## config.mk

```make
export PLATFORM = sky130hd
export DESIGN_NAME = driver_scheduler
export DESIGN_NICKNAME = d
export VERILOG_FILES = /design/src/rtl/driver_scheduler.sv
export SDC_FILE = /design/constraint.sdc
export NUM_CORES = 1
export LEC_CHECK = 0
export BUFFER_PORTS_ARGS = -buffer_cell sky130_fd_sc_hd__buf_2
export CAP_MARGIN = 0
export CORE_ASPECT_RATIO = 1.25
export CORE_MARGIN = 4
export CORE_UTILIZATION = 45
export CTS_BUF_LIST = sky130_fd_sc_hd__clkbuf_4 sky130_fd_sc_hd__clkbuf_8
export DETAILED_ROUTE_END_ITERATION = 8
export SYNTH_ARGS = -nofsm -noshare
export SYNTH_HDL_FRONTEND = slang
export SYNTH_SLANG_ARGS = --single-unit
```

## constraint.sdc

```tcl
create_clock -name clk_33 -period 1.8 [get_ports clk_33]
set_input_delay 0.54 -clock clk_33 [delete_from_list [all_inputs] [get_ports clk_33]]
set_output_delay 0.54 -clock clk_33 [all_outputs]
set_load 0.02 [all_outputs]
```

## src/rtl/driver_scheduler.sv

```systemverilog
// driver_scheduler: sequences driver configuration writes and framebuffer bit-plane streaming.
// Define DRIVER_SCHEDULER_STATS_EN to add the 16-bit frame_count output.
module driver_scheduler #(
   parameter int POKER_MODE      = 9,
   parameter int BLANKING_CYCLES = 72,
   parameter int CONFIG_CYCLES   = 48
) (
   input  logic        clk_33,
   input  logic        rst,
   input  logic        config_req,
   output logic        config_ack,
   input  logic        frame_valid,
   output logic        frame_ack,
   output logic        cfg_en,
   output logic        new_configuration_ready,
   output logic        driver_ready,
   output logic        lat,
   output logic        busy
`ifdef DRIVER_SCHEDULER_STATS_EN
   ,
   output logic [15:0] frame_count
`endif
);
   typedef enum logic [2:0] {IDLE, CONFIG, PREP, STREAM, BLANK} state_t;
   localparam logic [9:0] CFG_LAST   = 10'(CONFIG_CYCLES - 1);
   localparam logic [9:0] BLANK_LAST = 10'(BLANKING_CYCLES - 1);
   localparam logic [3:0] PLANE_LAST = 4'(POKER_MODE - 1);
   localparam logic [5:0] WORD_LAST  = 6'd47;
   state_t state_q, state_d;
   logic [9:0] cnt_q, cnt_d;
   logic [5:0] word_q, word_d;
   logic [3:0] plane_q, plane_d;
   logic entry;
   logic config_ack_q, config_ack_d, frame_ack_q, frame_ack_d, cfg_en_q, cfg_en_d;
   logic ncr_q, ncr_d, driver_ready_q, driver_ready_d, lat_q, lat_d, busy_q, busy_d;
   always_ff @(posedge clk_33 or posedge rst) begin
      if (rst) begin
         state_q        <= IDLE;
         cnt_q          <= '0;
         word_q         <= '0;
         plane_q        <= '0;
         config_ack_q   <= 1'b0;
         frame_ack_q    <= 1'b0;
         cfg_en_q       <= 1'b0;
         ncr_q          <= 1'b0;
         driver_ready_q <= 1'b0;
         lat_q          <= 1'b0;
         busy_q         <= 1'b0;
      end else begin
         state_q        <= state_d;
         cnt_q          <= cnt_d;
         word_q         <= word_d;
         plane_q        <= plane_d;
         config_ack_q   <= config_ack_d;
         frame_ack_q    <= frame_ack_d;
         cfg_en_q       <= cfg_en_d;
         ncr_q          <= ncr_d;
         driver_ready_q <= driver_ready_d;
         lat_q          <= lat_d;
         busy_q         <= busy_d;
      end
   end
   always_comb begin
      state_d = state_q;
      case (state_q)
         IDLE:    state_d = config_req ? CONFIG : frame_valid ? PREP : IDLE;
         CONFIG:  state_d = (cnt_q == CFG_LAST) ? IDLE : CONFIG;
         PREP:    state_d = STREAM;
         STREAM:  state_d = (word_q == WORD_LAST && plane_q == PLANE_LAST) ? BLANK : STREAM;
         BLANK:   state_d = (cnt_q == BLANK_LAST) ? IDLE : BLANK;
         default: state_d = IDLE;
      endcase
      entry   = state_d != state_q;
      // counters only run in the states that use them, so none can wrap while idling
      cnt_d   = (entry || !(state_q inside {CONFIG, BLANK})) ? '0 : cnt_q + 10'd1;
      word_d  = (entry || state_q != STREAM || word_q == WORD_LAST) ? '0 : word_q + 6'd1;
      plane_d = (entry || state_q != STREAM) ? '0 : plane_q + 4'(word_q == WORD_LAST);
   end
   always_comb begin
      cfg_en_d       = state_d == CONFIG;
      config_ack_d   = state_d == CONFIG && cnt_d == CFG_LAST;
      ncr_d          = state_d == PREP;
      driver_ready_d = state_d == STREAM;
      lat_d          = state_d == STREAM && word_d == WORD_LAST;
      frame_ack_d    = state_d == BLANK && cnt_d == BLANK_LAST;
      busy_d         = state_d != IDLE;
   end
   assign config_ack              = config_ack_q;
   assign frame_ack               = frame_ack_q;
   assign cfg_en                  = cfg_en_q;
   assign new_configuration_ready = ncr_q;
   assign driver_ready            = driver_ready_q;
   assign lat                     = lat_q;
   assign busy                    = busy_q;
`ifdef DRIVER_SCHEDULER_STATS_EN
   logic [15:0] frame_count_q, frame_count_d;
   always_comb frame_count_d = frame_count_q + 16'(frame_ack_d);
   always_ff @(posedge clk_33 or posedge rst) begin
      if (rst) frame_count_q <= '0;
      else     frame_count_q <= frame_count_d;
   end
   assign frame_count = frame_count_q;
`endif
endmodule

```

==> flow_metrics.py <==
metrics = {
    "sta": {
        "relSlewSlack": 0.751,
        "clock.fmax_mhz": 613,
        "tns_ns": 0,
        "post-route-period-util": 0.907,
        "maxSlewViolCount": 0,
        "finalHoldViolCount": 0,
        "min_period_ns": 1.63,
        "worstMarginPinSlew_ns": 0.373,
        "rsz0062_at_grt": "false",
        "whs_ns": 0.322,
        "setup_viol": 0,
        "clock_skew_ns": 0.00333,
    },
    "global_route": {
        "grt_pass1_vias": 1155,
        "grt_pass1_wl_mm": 5.14,
        "grt_overflow": 0,
        "antenna_found_initial": 0,
        "grt.total_usage": 0.158,
        "grt_start_max_net_pins": 31,
    },
    "yosys": {
        "synth_ff_type": "dfrtp_1",
        "yosysTopAreaCell": "dfrtp_1",
        "synthCells": 145,
        "async_flop_share": 1.00,
        "synth_edf_count": 0,
        "synthesis.nets": 153,
        "netlist_area_um2": 1520,
        "ys_ff_latch": 30,
        "synth-seq-area-share": 0.495,
        "synth_area_leaders": "dfrtp_1, nor2_1, xor2_1, xnor2_1, ha_1",
        "ys_warn_count": 0,
        "avgSynthCellArea_um2": 10.5,
        "ys_types": 36,
        "synth_top_cell_area_share": 0.495,
    },
    "worst_setup_path": {
        "crit_family": "simple AND/OR/NAND/NOR gates",
        "arrival_ns": 1.81,
        "slowest_delay_ns": 0.40,
        "crit_path_top_delay_cell": "dfrtp_1",
        "cp-start-kind": "flop",
        "startpoint": "plane_q[0]",
        "cp_num_buf_inv": 1,
        "critical_path_class": "flop to flop",
        "timing.rr.start": "plane_q[0]",
        "crit_chain": "nor4b_2 > nor3b_2 > a32oi_1 > buf_4 > nor4_2",
        "cp.required_ns": 1.98,
        "end_kind": "flop",
        "path_max_fanout": 3,
    },
    "pwr": {
        "seqPwrFrac": 0.541,
        "p_comb_frac": 0.014,
        "clkPwrFrac": 0.445,
        "cellPowerDensity_nw_per_um2": 714,
        "p_int_mw": 1.00,
        "swShare": 0.198,
        "p_sw_mw": 0.247,
        "vdd_drop_max_mv": 0.431,
        "leakage_nw": 0.790,
    },
    "floorplan": {
        "chipHeight_um": 72.9,
        "start_util": 0.470,
        "core_um2": 3220,
        "dieArea_um2": 4370,
        "rows": 23,
        "boundaryPins": 11,
        "die_w_um": 59.9,
    },
    "clock_network": {
        "postCtsHoldBufs": 0,
        "cts_tree": "done",
        "cts_setup_buffers": 0,
        "cts_sinks": 30,
        "clock_path_buffers": 2,
        "cts_buffers": 5,
        "clockRootBuffer": "clkbuf_8",
        "cts_htree_levels": 2,
        "clk_pin_slew_ns": 0.06,
        "clock_latency_ns": 0.27,
    },
    "cells_and_area": {
        "diodes": 0,
        "nets": 173,
        "drive_gt1_frac": 0.217,
        "areaGrowthSynthToFinish_pct": 15.3,
        "stdcell_count": 203,
    },
    "drt": {
        "vias": 1110,
        "drc": 0,
        "wl_mm": 2.87,
        "wire_per_inst_um": 14.1,
        "drt-vias-per-instance": 5.47,
        "first_iter_violations": 26,
        "drtAntennaViolNets": 0,
        "firstDrtPassIters": 4,
    },
    "status": {
        "outcome": "complete, no violations",
    },
    "min_path": {
        "hold_class": "input pin to asynchronous set/reset pin",
    },
    "placement": {
        "io_buffer_count": 10,
        "placed_cells": 195,
        "place.gp.congestion": 0.885,
        "hpwlAfterDp_mm": 2.19,
    },
    "flow_run": {
        "drv_cap": 0,
    },
}
==> through the flow <==
stage	util	cell area [µm²]	worst slack, ns	total power, mW
after floorplan	-	1520	0.218	0.697
after global placement	0.510	1640	0.162	0.706
after detailed placement	0.510	1640	0.0734	0.706
after CTS	0.539	1740	0.0538	1.27
after global routing	0.542	1750	0.0551	1.31
final	0.542	1750	0.168	1.25
==> placed cells by master (no fill, tap or decap), types with 4 or more instances in the layout <==
master / instances
dfrtp_1: 30
nor2_1: 27
a21oi_1: 4
nand4_1: 4
nand3_1: 8
inv_1: 9
clkbuf_8: 6
xor2_1: 9
nand2b_1: 4
nand2_1: 5
buf_4: 7
xnor2_1: 6
buf_2: 10
==> synth_stat cells, drive strengths merged (2+ instances only) <==
cell type,number
a311oi,2
a22oi,2
nand2,5
nor2,27
and2,2
nor4,2
nor4b,2
xnor2,6
nand2b,4
buf,4
inv,9
a21oi,4
nand3b,2
ha,4
and4b,2
o21ai,3
and3,2
o21bai,2
dfrtp,30
nand3,8
nand4,4
xor2,9
==> worst min-delay path, stage by stage <==
cell and delay [ns]:
buf_2 0.10, inv_1 0.04, buf_4 0.34
==> logic make-up after synthesis <==
logic type | Yosys count | synth area share
xor gates and xnor gates | 15 | 0.0866
DFF | 30 | 0.495
buffers and inverters | 13 | 0.0371
adders and majority gates | 4 | 0.0330
AOI/OAI and AO/OA | 17 | 0.0916
and+or+nand+nor | 66 | 0.257
==> metal layers <==
metal / share of wire / wire length [µm] / GRT usage / up-vias
li1: - / - / - / 538
met1: 0.39 / 1120 / 0.177 / 542
met2: 0.55 / 1580 / 0.264 / 21
met3: 0.034 / 98 / 0.0549 / 9
met4: 0.025 / 71 / 0.0714 / 0
met5: 0 / 0 / 0 / -
==> power groups by stage <==
stage | sequential, mW | combinational (mW) | clock (mW)
2_1_floorplan | 0.687 | 0.0104 | 0
3_3_place_gp | 0.687 | 0.0192 | 0
3_5_place_dp | 0.687 | 0.0198 | 0
4_1_cts | 0.674 | 0.0196 | 0.578
5_1_grt | 0.674 | 0.0214 | 0.614
6_report | 0.675 | 0.0181 | 0.555
==> repair_timing <==
| item | in CTS | in global routing |
|---|---|---|
| endpoints found under the hold margin | 0 | 0 |
| endpoints found under the setup margin | 0 | 2 |
| resized for setup | 0 | 2 |
==> state kept, by name, indices dropped and copies added, names as in the netlist <==
register and flops:
frame_ack 1, plane_q 4, busy 1, config_ack 1, driver_ready 1, new_configuration_ready 1
cfg_en 1, cnt_q 10, state_q 3, lat 1, word_q 6
==> cell type report <==
class	count	area [µm²]
fill	282	1480
sequential	30	751
multi-input combinational	102	719
timing repair buffer	17	103
clock buffer	7	90.1
tap	37	46.3
inverter	9	33.8
clock inverter	1	5.00
==> final timing paths <==
kind	slack, ns	to	cells after the start
min in group clk_33	0.47	word_q[0]	1
worst max register to register	0.17	frame_ack	5
worst min register to register	0.47	word_q[0]	1
worst min-delay path	0.32	lat	3
worst max-delay path	0.17	frame_ack	5
max in group asynchronous	1.20	busy	3
Note: power is estimated with default switching activity, not from simulation.
